### config.mk
export PLATFORM = sky130hd
export DESIGN_NAME = csr_file_wb_flat
export DESIGN_NICKNAME = d
export VERILOG_FILES = /design/src/rtl/csr_pkg.sv /design/src/rtl/csr_file_wb_if.sv /design/src/rtl/csr_timer.sv /design/src/rtl/csr_file_wb.sv /design/src/flat_wrapper.sv
export SDC_FILE = /design/constraint.sdc
export NUM_CORES = 1
export LEC_CHECK = 0
export ABC_CLOCK_PERIOD_IN_PS = 4900
export CAP_MARGIN = 20
export CORE_ASPECT_RATIO = 0.7
export CORE_UTILIZATION = 35
export DETAILED_ROUTE_END_ITERATION = 12
export PLACE_DENSITY = 0.63
export SYNTH_ARGS = -nofsm -noshare
export SYNTH_HDL_FRONTEND = slang
export SYNTH_SLANG_ARGS = --single-unit
export TNS_END_PERCENT = 50
### constraint.sdc
create_clock -name clk -period 4.9 [get_ports clk]
set_input_delay 0.98 -clock clk [delete_from_list [all_inputs] [get_ports clk]]
set_output_delay 0.98 -clock clk [all_outputs]
set_load 0.05 [all_outputs]
### src/rtl/csr_pkg.sv
// Shared constants for the WB-stage CSR file: addresses, writable-bit masks,
// reset values and field positions.
package csr_pkg;

  localparam int ECODE_W = 7;

  localparam logic [13:0] CSR_CRMD   = 14'h0000;
  localparam logic [13:0] CSR_PRMD   = 14'h0001;
  localparam logic [13:0] CSR_ECFG   = 14'h0004;
  localparam logic [13:0] CSR_ESTAT  = 14'h0005;
  localparam logic [13:0] CSR_ERA    = 14'h0006;
  localparam logic [13:0] CSR_BADV   = 14'h0007;
  localparam logic [13:0] CSR_EENTRY = 14'h000C;
  localparam logic [13:0] CSR_SAVE0  = 14'h0030;
  localparam logic [13:0] CSR_SAVE1  = 14'h0031;
  localparam logic [13:0] CSR_SAVE2  = 14'h0032;
  localparam logic [13:0] CSR_SAVE3  = 14'h0033;
  localparam logic [13:0] CSR_TID    = 14'h0040;
  localparam logic [13:0] CSR_TCFG   = 14'h0041;
  localparam logic [13:0] CSR_TVAL   = 14'h0042;
  localparam logic [13:0] CSR_TICLR  = 14'h0044;

  localparam logic [31:0] WMASK_CRMD   = 32'h0000_01FF;
  localparam logic [31:0] WMASK_PRMD   = 32'h0000_0007;
  localparam logic [31:0] WMASK_ECFG   = 32'h0000_1BFF;
  localparam logic [31:0] WMASK_ESTAT  = 32'h0000_0003;
  localparam logic [31:0] WMASK_EENTRY = 32'hFFFF_FFC0;
  localparam logic [31:0] WMASK_FULL   = 32'hFFFF_FFFF;
  localparam logic [31:0] WMASK_TICLR  = 32'h0000_0001;
  localparam logic [31:0] WMASK_NONE   = 32'h0000_0000;

  localparam logic [31:0] RST_CRMD  = 32'h0000_0008;
  localparam logic [31:0] RST_OTHER = 32'h0000_0000;

  localparam int CRMD_PLV_LO     = 0;
  localparam int CRMD_PLV_HI     = 1;
  localparam int CRMD_IE         = 2;
  localparam int PRMD_PPLV_LO    = 0;
  localparam int PRMD_PPLV_HI    = 1;
  localparam int PRMD_PIE        = 2;
  localparam int ESTAT_IS_HI     = 12;
  localparam int ESTAT_HWI_LO    = 2;
  localparam int ESTAT_HWI_HI    = 9;
  localparam int ESTAT_TI        = 11;
  localparam int ESTAT_ECODE_LO  = 16;
  localparam int ESTAT_ECODE_HI  = 21;
  localparam int ESTAT_ESUB0     = 22;
  localparam int TCFG_EN         = 0;
  localparam int TCFG_PERIODIC   = 1;
  localparam int TCFG_INIT_LO    = 2;

  function automatic logic [31:0] csr_wmask(input logic [13:0] addr);
    case (addr)
      CSR_CRMD:   return WMASK_CRMD;
      CSR_PRMD:   return WMASK_PRMD;
      CSR_ECFG:   return WMASK_ECFG;
      CSR_ESTAT:  return WMASK_ESTAT;
      CSR_EENTRY: return WMASK_EENTRY;
      CSR_TICLR:  return WMASK_TICLR;
      CSR_ERA, CSR_BADV, CSR_SAVE0, CSR_SAVE1, CSR_SAVE2, CSR_SAVE3,
      CSR_TID, CSR_TCFG: return WMASK_FULL;
      default:    return WMASK_NONE;
    endcase
  endfunction

  function automatic logic [31:0] csr_merge(input logic [31:0] old_v,
                                            input logic [31:0] wdata,
                                            input logic [31:0] m);
    return (old_v & ~m) | (wdata & m);
  endfunction

endpackage

### src/rtl/csr_file_wb_if.sv
// WB sideband into the CSR file and the read/flush/interrupt returns to the
// front of the pipeline.
interface csr_file_wb_if;
  logic [13:0] csr_raddr;
  logic [31:0] csr_rdata;
  logic [13:0] WB_csr_waddr;
  logic [31:0] WB_csr_we;
  logic [31:0] WB_csr_wdata;
  logic [6:0]  WB_ecode_in;
  logic        WB_ecode_we;
  logic [31:0] WB_badv_in;
  logic        WB_badv_we;
  logic [31:0] WB_era_in;
  logic        WB_era_we;
  logic        WB_era_en;
  logic        WB_eentry_en;
  logic        WB_store_state;
  logic        WB_restore_state;
  logic        WB_flush_csr;
  logic [7:0]  hw_int;
  logic        MEM_interrupt;
  logic        flush_valid;
  logic [31:0] flush_pc;
  logic [63:0] EX_rdcntv;
  logic [31:0] EX_rdcntid;

  modport master (
    output csr_raddr, WB_csr_waddr, WB_csr_we, WB_csr_wdata,
           WB_ecode_in, WB_ecode_we, WB_badv_in, WB_badv_we,
           WB_era_in, WB_era_we, WB_era_en, WB_eentry_en,
           WB_store_state, WB_restore_state, WB_flush_csr, hw_int,
    input  csr_rdata, MEM_interrupt, flush_valid, flush_pc,
           EX_rdcntv, EX_rdcntid
  );

  modport slave (
    input  csr_raddr, WB_csr_waddr, WB_csr_we, WB_csr_wdata,
           WB_ecode_in, WB_ecode_we, WB_badv_in, WB_badv_we,
           WB_era_in, WB_era_we, WB_era_en, WB_eentry_en,
           WB_store_state, WB_restore_state, WB_flush_csr, hw_int,
    output csr_rdata, MEM_interrupt, flush_valid, flush_pc,
           EX_rdcntv, EX_rdcntid
  );
endinterface

### src/rtl/csr_timer.sv
// TCFG/TVAL countdown timer; raises the timer interrupt bit on each 1->0 step.
// A TCFG write reloads TVAL that cycle; timer set beats a same-cycle TICLR clear.
module csr_timer
  import csr_pkg::*;
(
  input  logic        clk_i,
  input  logic        rst_i,
  input  logic [31:0] tcfg_we_i,
  input  logic [31:0] tcfg_wdata_i,
  input  logic        ticlr_clr_i,
  output logic [31:0] tcfg_o,
  output logic [31:0] tval_o,
  output logic        ti_o
);

  logic [31:0] tcfg_q, tcfg_d;
  logic [31:0] tval_q, tval_d;
  logic        ti_q, ti_d;

  always_comb begin
    tcfg_d = csr_merge(tcfg_q, tcfg_wdata_i, tcfg_we_i);
    tval_d = tval_q;
    ti_d   = ti_q;
    if (ticlr_clr_i) ti_d = 1'b0;
    if (|tcfg_we_i) begin
      tval_d = {tcfg_wdata_i[31:TCFG_INIT_LO], 2'b00};
    end else if (tcfg_q[TCFG_EN] && tval_q != 32'd0) begin
      if (tval_q == 32'd1) begin
        ti_d   = 1'b1;
        tval_d = tcfg_q[TCFG_PERIODIC] ? {tcfg_q[31:TCFG_INIT_LO], 2'b00} : 32'd0;
      end else begin
        tval_d = tval_q - 32'd1;
      end
    end
  end

  always_ff @(posedge clk_i) begin
    if (rst_i) begin
      tcfg_q <= RST_OTHER;
      tval_q <= RST_OTHER;
      ti_q   <= 1'b0;
    end else begin
      tcfg_q <= tcfg_d;
      tval_q <= tval_d;
      ti_q   <= ti_d;
    end
  end

  assign tcfg_o = tcfg_q;
  assign tval_o = tval_q;
  assign ti_o   = ti_q;

endmodule

### src/rtl/csr_file_wb.sv
// Architectural CSR file at WB: masked software writes, exception/ertn updates,
// stable counter and registered interrupt request. Reads are combinational.
module csr_file_wb
  import csr_pkg::*;
(
  input  logic         clk,
  input  logic         rst,
  csr_file_wb_if.slave bus
);

  logic [31:0] crmd_q, crmd_d, prmd_q, prmd_d, ecfg_q, ecfg_d, estat_q, estat_d;
  logic [31:0] era_q, era_d, badv_q, badv_d, eentry_q, eentry_d, tid_q, tid_d;
  logic [31:0] save_q [4];
  logic [31:0] save_d [4];
  logic [63:0] cnt_q;
  logic        int_q;

  logic [31:0] wm, tcfg_we, tcfg, tval, estat_rd, rdata;
  logic        ticlr_clr, ti;

  assign wm        = bus.WB_csr_we & csr_wmask(bus.WB_csr_waddr);
  assign tcfg_we   = (bus.WB_csr_waddr == CSR_TCFG) ? wm : 32'd0;
  assign ticlr_clr = (bus.WB_csr_waddr == CSR_TICLR) && wm[0] && bus.WB_csr_wdata[0];

  csr_timer u_timer (
    .clk_i       (clk),
    .rst_i       (rst),
    .tcfg_we_i   (tcfg_we),
    .tcfg_wdata_i(bus.WB_csr_wdata),
    .ticlr_clr_i (ticlr_clr),
    .tcfg_o      (tcfg),
    .tval_o      (tval),
    .ti_o        (ti)
  );

  // Software merge first, hardware updates afterwards so they win on collision.
  always_comb begin
    crmd_d   = crmd_q;
    prmd_d   = prmd_q;
    ecfg_d   = ecfg_q;
    estat_d  = estat_q;
    era_d    = era_q;
    badv_d   = badv_q;
    eentry_d = eentry_q;
    tid_d    = tid_q;
    for (int i = 0; i < 4; i++) save_d[i] = save_q[i];
    case (bus.WB_csr_waddr)
      CSR_CRMD:   crmd_d    = csr_merge(crmd_q,   bus.WB_csr_wdata, wm);
      CSR_PRMD:   prmd_d    = csr_merge(prmd_q,   bus.WB_csr_wdata, wm);
      CSR_ECFG:   ecfg_d    = csr_merge(ecfg_q,   bus.WB_csr_wdata, wm);
      CSR_ESTAT:  estat_d   = csr_merge(estat_q,  bus.WB_csr_wdata, wm);
      CSR_ERA:    era_d     = csr_merge(era_q,    bus.WB_csr_wdata, wm);
      CSR_BADV:   badv_d    = csr_merge(badv_q,   bus.WB_csr_wdata, wm);
      CSR_EENTRY: eentry_d  = csr_merge(eentry_q, bus.WB_csr_wdata, wm);
      CSR_TID:    tid_d     = csr_merge(tid_q,    bus.WB_csr_wdata, wm);
      CSR_SAVE0:  save_d[0] = csr_merge(save_q[0], bus.WB_csr_wdata, wm);
      CSR_SAVE1:  save_d[1] = csr_merge(save_q[1], bus.WB_csr_wdata, wm);
      CSR_SAVE2:  save_d[2] = csr_merge(save_q[2], bus.WB_csr_wdata, wm);
      CSR_SAVE3:  save_d[3] = csr_merge(save_q[3], bus.WB_csr_wdata, wm);
      default: ;
    endcase
    if (bus.WB_store_state) begin
      prmd_d[PRMD_PPLV_HI:PRMD_PPLV_LO] = crmd_q[CRMD_PLV_HI:CRMD_PLV_LO];
      prmd_d[PRMD_PIE]                  = crmd_q[CRMD_IE];
      crmd_d[CRMD_PLV_HI:CRMD_PLV_LO]   = 2'b00;
      crmd_d[CRMD_IE]                   = 1'b0;
    end
    if (bus.WB_restore_state) begin
      crmd_d[CRMD_PLV_HI:CRMD_PLV_LO] = prmd_q[PRMD_PPLV_HI:PRMD_PPLV_LO];
      crmd_d[CRMD_IE]                 = prmd_q[PRMD_PIE];
    end
    estat_d[ESTAT_HWI_HI:ESTAT_HWI_LO] = bus.hw_int;
    if (bus.WB_ecode_we) begin
      estat_d[ESTAT_ECODE_HI:ESTAT_ECODE_LO] = bus.WB_ecode_in[5:0];
      estat_d[ESTAT_ESUB0]                   = bus.WB_ecode_in[ECODE_W-1];
    end
    if (bus.WB_era_we)  era_d  = bus.WB_era_in;
    if (bus.WB_badv_we) badv_d = bus.WB_badv_in;
  end

  always_ff @(posedge clk) begin
    if (rst) begin
      crmd_q   <= RST_CRMD;
      prmd_q   <= RST_OTHER;
      ecfg_q   <= RST_OTHER;
      estat_q  <= RST_OTHER;
      era_q    <= RST_OTHER;
      badv_q   <= RST_OTHER;
      eentry_q <= RST_OTHER;
      tid_q    <= RST_OTHER;
      for (int i = 0; i < 4; i++) save_q[i] <= RST_OTHER;
      cnt_q    <= 64'd0;
      int_q    <= 1'b0;
    end else begin
      crmd_q   <= crmd_d;
      prmd_q   <= prmd_d;
      ecfg_q   <= ecfg_d;
      estat_q  <= estat_d;
      era_q    <= era_d;
      badv_q   <= badv_d;
      eentry_q <= eentry_d;
      tid_q    <= tid_d;
      for (int i = 0; i < 4; i++) save_q[i] <= save_d[i];
      cnt_q    <= cnt_q + 64'd1;
      int_q    <= crmd_q[CRMD_IE] & |(estat_rd[ESTAT_IS_HI:0] & ecfg_q[ESTAT_IS_HI:0]);
    end
  end

  // The timer bit lives in csr_timer; estat_q keeps that position zero.
  always_comb begin
    estat_rd           = estat_q;
    estat_rd[ESTAT_TI] = ti;
  end

  always_comb begin
    rdata = 32'd0;
    case (bus.csr_raddr)
      CSR_CRMD:   rdata = crmd_q;
      CSR_PRMD:   rdata = prmd_q;
      CSR_ECFG:   rdata = ecfg_q;
      CSR_ESTAT:  rdata = estat_rd;
      CSR_ERA:    rdata = era_q;
      CSR_BADV:   rdata = badv_q;
      CSR_EENTRY: rdata = eentry_q;
      CSR_SAVE0:  rdata = save_q[0];
      CSR_SAVE1:  rdata = save_q[1];
      CSR_SAVE2:  rdata = save_q[2];
      CSR_SAVE3:  rdata = save_q[3];
      CSR_TID:    rdata = tid_q;
      CSR_TCFG:   rdata = tcfg;
      CSR_TVAL:   rdata = tval;
      default:    rdata = 32'd0;
    endcase
  end

  // EENTRY is the default flush target, so the explicit select is redundant.
  logic unused_eentry_en;
  assign unused_eentry_en = bus.WB_eentry_en;

  assign bus.csr_rdata     = rdata;
  assign bus.MEM_interrupt = int_q;
  assign bus.flush_valid   = bus.WB_flush_csr;
  assign bus.flush_pc      = bus.WB_era_en ? era_q : eentry_q;
  assign bus.EX_rdcntv     = cnt_q;
  assign bus.EX_rdcntid    = tid_q;

endmodule

### src/flat_wrapper.sv
// flat-port wrapper written by rule: the top's interface ports become plain ports
module csr_file_wb_flat import csr_pkg::*;
  (clk, rst, bus_csr_raddr, bus_WB_csr_waddr, bus_WB_csr_we, bus_WB_csr_wdata, bus_WB_ecode_in, bus_WB_ecode_we, bus_WB_badv_in, bus_WB_badv_we, bus_WB_era_in, bus_WB_era_we, bus_WB_era_en, bus_WB_eentry_en, bus_WB_store_state, bus_WB_restore_state, bus_WB_flush_csr, bus_hw_int, bus_csr_rdata, bus_MEM_interrupt, bus_flush_valid, bus_flush_pc, bus_EX_rdcntv, bus_EX_rdcntid);
  csr_file_wb_if bus_i ();
  input  logic clk;
  input  logic rst;
  input wire logic [$bits(bus_i.csr_raddr)-1:0] bus_csr_raddr;
  input wire logic [$bits(bus_i.WB_csr_waddr)-1:0] bus_WB_csr_waddr;
  input wire logic [$bits(bus_i.WB_csr_we)-1:0] bus_WB_csr_we;
  input wire logic [$bits(bus_i.WB_csr_wdata)-1:0] bus_WB_csr_wdata;
  input wire logic [$bits(bus_i.WB_ecode_in)-1:0] bus_WB_ecode_in;
  input wire logic [$bits(bus_i.WB_ecode_we)-1:0] bus_WB_ecode_we;
  input wire logic [$bits(bus_i.WB_badv_in)-1:0] bus_WB_badv_in;
  input wire logic [$bits(bus_i.WB_badv_we)-1:0] bus_WB_badv_we;
  input wire logic [$bits(bus_i.WB_era_in)-1:0] bus_WB_era_in;
  input wire logic [$bits(bus_i.WB_era_we)-1:0] bus_WB_era_we;
  input wire logic [$bits(bus_i.WB_era_en)-1:0] bus_WB_era_en;
  input wire logic [$bits(bus_i.WB_eentry_en)-1:0] bus_WB_eentry_en;
  input wire logic [$bits(bus_i.WB_store_state)-1:0] bus_WB_store_state;
  input wire logic [$bits(bus_i.WB_restore_state)-1:0] bus_WB_restore_state;
  input wire logic [$bits(bus_i.WB_flush_csr)-1:0] bus_WB_flush_csr;
  input wire logic [$bits(bus_i.hw_int)-1:0] bus_hw_int;
  output wire logic [$bits(bus_i.csr_rdata)-1:0] bus_csr_rdata;
  output wire logic [$bits(bus_i.MEM_interrupt)-1:0] bus_MEM_interrupt;
  output wire logic [$bits(bus_i.flush_valid)-1:0] bus_flush_valid;
  output wire logic [$bits(bus_i.flush_pc)-1:0] bus_flush_pc;
  output wire logic [$bits(bus_i.EX_rdcntv)-1:0] bus_EX_rdcntv;
  output wire logic [$bits(bus_i.EX_rdcntid)-1:0] bus_EX_rdcntid;
  assign bus_i.csr_raddr = bus_csr_raddr;
  assign bus_i.WB_csr_waddr = bus_WB_csr_waddr;
  assign bus_i.WB_csr_we = bus_WB_csr_we;
  assign bus_i.WB_csr_wdata = bus_WB_csr_wdata;
  assign bus_i.WB_ecode_in = bus_WB_ecode_in;
  assign bus_i.WB_ecode_we = bus_WB_ecode_we;
  assign bus_i.WB_badv_in = bus_WB_badv_in;
  assign bus_i.WB_badv_we = bus_WB_badv_we;
  assign bus_i.WB_era_in = bus_WB_era_in;
  assign bus_i.WB_era_we = bus_WB_era_we;
  assign bus_i.WB_era_en = bus_WB_era_en;
  assign bus_i.WB_eentry_en = bus_WB_eentry_en;
  assign bus_i.WB_store_state = bus_WB_store_state;
  assign bus_i.WB_restore_state = bus_WB_restore_state;
  assign bus_i.WB_flush_csr = bus_WB_flush_csr;
  assign bus_i.hw_int = bus_hw_int;
  assign bus_csr_rdata = bus_i.csr_rdata;
  assign bus_MEM_interrupt = bus_i.MEM_interrupt;
  assign bus_flush_valid = bus_i.flush_valid;
  assign bus_flush_pc = bus_i.flush_pc;
  assign bus_EX_rdcntv = bus_i.EX_rdcntv;
  assign bus_EX_rdcntid = bus_i.EX_rdcntid;
  csr_file_wb u_core (.clk(clk), .rst(rst), .bus(bus_i));
endmodule
==> results of run 1 <==
-- metrics by stage --
step	hold WS [ns]	utilization (%)
2_1_floorplan	0.4331	-
3_3_place_gp	0.4438	41.94
3_5_place_dp	0.4519	41.94
4_1_cts	0.4608	44.23
5_1_grt	0.4750	44.23
6_report	0.4633	44.23
-- worst min-delay path: cells and delay by family (launching register included) --
family | cells | cell delay (ns)
compound gates | 1 | 0.05
flops | 1 | 0.31
simple gates | 1 | 0.06
-- cell usage after synthesis (8+ instances only) --
cell,count
or2_2,10
a2bb2oi_1,8
dfxtp_1,513
a21oi_1,243
a22oi_1,17
or4_1,8
nor2_1,236
xor2_1,25
and2_1,11
buf_2,30
mux4_2,28
mux2_2,72
a211oi_1,28
nand4_1,32
o22ai_1,13
a31oi_1,8
mux2i_1,122
a311oi_1,53
o31a_1,12
and3_1,22
o221ai_1,8
or3_1,34
a22o_1,23
nor4_1,40
nor3_1,80
a32oi_1,10
a221oi_1,27
clkbuf_1,226
nand3_1,272
a222oi_1,39
inv_1,23
nand2_1,355
buf_1,28
and4_1,11
nor2b_1,130
a21boi_0,45
xnor2_1,26
o21ai_0,184
-- kinds of logic (layout without fill, tap and decap cells) --
group / after synthesis / count (layout) / synth area share, %
flip-flops: 513 / 513 / 39.50
buffers and inverters: 318 / 571 / 4.870
XOR/XNOR: 51 / 51 / 1.718
adder cells (fa/ha/maj): 3 / 3 / 0.1444
AO/OA/AOI/OAI: 774 / 774 / 19.65
multiplexers: 222 / 222 / 10.24
AND/OR/NAND/NOR: 1276 / 1276 / 23.88
-- final timing paths --
kind / startpoint / endpoint / slack (ns) / depth (start not counted)
worst max-delay path: bus_csr_raddr[11] / bus_csr_rdata[1] / 0.23 / 11
worst min-delay path: flop / flop / 0.46 / 2
worst max register to register: u_core.u_timer.tval_o[0] / u_core.u_timer.tval_o[6] / 1.11 / 10
worst min register to register: flop / flop / 0.46 / 2
-- power by group --
group / internal [uW] / switching, uW
Clock: 2230 / 1840
Sequential: 4230 / 51.1
Combinational: 382 / 619
Total: 6840 / 2510
-- routing by layer --
metal  GRT usage [%]  vias to the layer above  share of wire, %
met2           39.36                     1321                45
met5               0                        -                 0
met1           35.52                    12560                44
met4           7.915                        0               2.7
li1                -                    11920                 -
met3           5.176                      190               9.1
-- final cells by class --
| type | instances | share of cell area (%) |
|---|---|---|
| clock buffers | 75 | 4.585 |
| clock inverters | 19 | 0.5818 |
| inverters | 26 | 0.3005 |
| multi-input cells | 2326 | 44.75 |
| flip-flops and latches | 513 | 31.63 |
| well taps | 977 | 3.764 |
| repair buffers | 451 | 14.39 |
==> results.md, run 1 <==
- Peak Freq: 214.3 MHz
- Maxcap violations: 0
- Later-pin clock latency in the skew report: 0.64 ns
- Initial antenna violation count: 0
- Slew Limit Fails: 0
- Clock H-tree levels: 2
- Placed cell area: 0.03080 sq mm
- Ys flop type: dfxtp_1
- Sequential-to-total area share from yosys stat: 39.50%
- Final Wtd Congestion: 0.9962
- Cts repair resizes: 0
- Most frequent CP cell: buf_4
- Syn_area_per_cell: 8.236 sq um
- Post-synth EDFFs: 0
- Total power: 9345 uW
- Critical Setup Path Class: in2out
- Nets@finish: 3555
- # rows: 83
- All-Layer GR Usage: 25.52%
- Final hold vios: 0
- Largest net degree at the start of global routing: 137
- Via-to-Cell Ratio: 5.924
- Post-place setup slack: 0.2244 ns
- Clock root buffer: clkbuf_16
- Per-cell routed wire length: 22.83 microns
- Worst path cell trace: clkdlybuf4s50_1 > or4_1 > nor3_1 > buf_4 > nand3_1 > nor4b_2 > buf_4 > buf_4 > a222oi_1 > nand3_1 > buf_12
- Yosys warning total: 0
- First drt pass iteration count: 9
- Fillcell total: 7181
- Top delay family on crit path: simple AND/OR/NAND/NOR gates
- Most frequent cells in the layout: dfxtp_1, nand2_1, clkdlybuf4s50_1
- Post-Syn Area: 0.02600 sq mm
- Synthesized netlist net count: 3341
- Register area: 0.01027 sq mm
- Dpl hpwl: 70100 microns
- Core region area: 0.07342 sq mm
- Min-delay worst type: reg2reg
- RSZ-0062 raised after global routing: false
- Share of the synthesized area in the top cell type: 39.50%
- Fin area: 0.03247 sq mm
- TritonCTS Buffers: 53
- Hold_buf cts: 0
- Top post-synthesis cells by area: dfxtp_1, nand3_1, nand2_1
- Post-route ant nets: 0
- Worst slew margin: 27.93%
- Critical Path Max Stage Delay: 0.56 ns
- Gr ovfl total: 0
- Tcrit/Tclk final: 95.22%
- Port Buf Inserts: 339
- Synth area leader: dfxtp_1
- Cell Count, Final, Fillers Out: 4387
- Endpoint type of the worst setup path: output port
- Ys async rst share: 0%
- Crit path required time: 3.92 ns
- Vias post-DR: 25990
- Critical Path Start Type: input pin
- Number of synthesized register bits: 513
- Worst vdd ir: 0.3269 mV
- Clock Skew: 0.02810 ns
- Fin crit period: 4.666 ns
- Die area: 0.07540 sq mm
- Slew @ Worst Pin: 1.080 ns
- Placed Cells: 4293
- Vias in the first global route: 24080
- Worst path slowest cell: or4_1
- Crit path DAT: 3.69 ns
- Area delta synth->final: 24.90%
- Endpoints failing setup: 0
- Remaining DRCs: 0
- I/O pin count: 343
- P_leak: 0.01135 uW
- Library cells used by synthesis: 80
- Areal power density over the cells: 287.8 mW/mm^2
- CTS tree: built
- Die W: 327.8 microns
- Clock sinks: 513
- Clock Path Buffers: 3
- Crit Path Max Fanout: 9
- Die height: 230.0 microns
- Area of the multi-input gates: 0.01453 sq mm
- Diodes inserted: 0
- Setup ws final: 0.2342 ns
- Commonest non-fill, non-tap cell in the layout: dfxtp_1
- CTS clk-pin slew, worst paths: 0.06 ns
- Initial Utilization: 35.41%
- Status: completed
- Drt initial violations: 3441
- Mapped Cells: 3157
- First-pass GRT wire length: 150700 microns
- Post-route setup TNS: 0 ns
- Setup Fix Bufs, Post-CTS: 0
- Worst path bufs/invs: 5
- Share of cells above drive strength 1: 11.11%
- Final WL: 100200 microns
(Power assumes the default switching activity.)
==> run 2: changes to the inputs <==
--- a/config.mk
+++ b/config.mk
@@ -11,6 +11,7 @@
 export CORE_UTILIZATION = 35
 export DETAILED_ROUTE_END_ITERATION = 12
 export PLACE_DENSITY = 0.63
+export SLEW_MARGIN = 20
 export SYNTH_ARGS = -nofsm -noshare
 export SYNTH_HDL_FRONTEND = slang
 export SYNTH_SLANG_ARGS = --single-unit
==> results of run 2 <==
The final DEF is identical to that of run 1; final timing and power are the same.
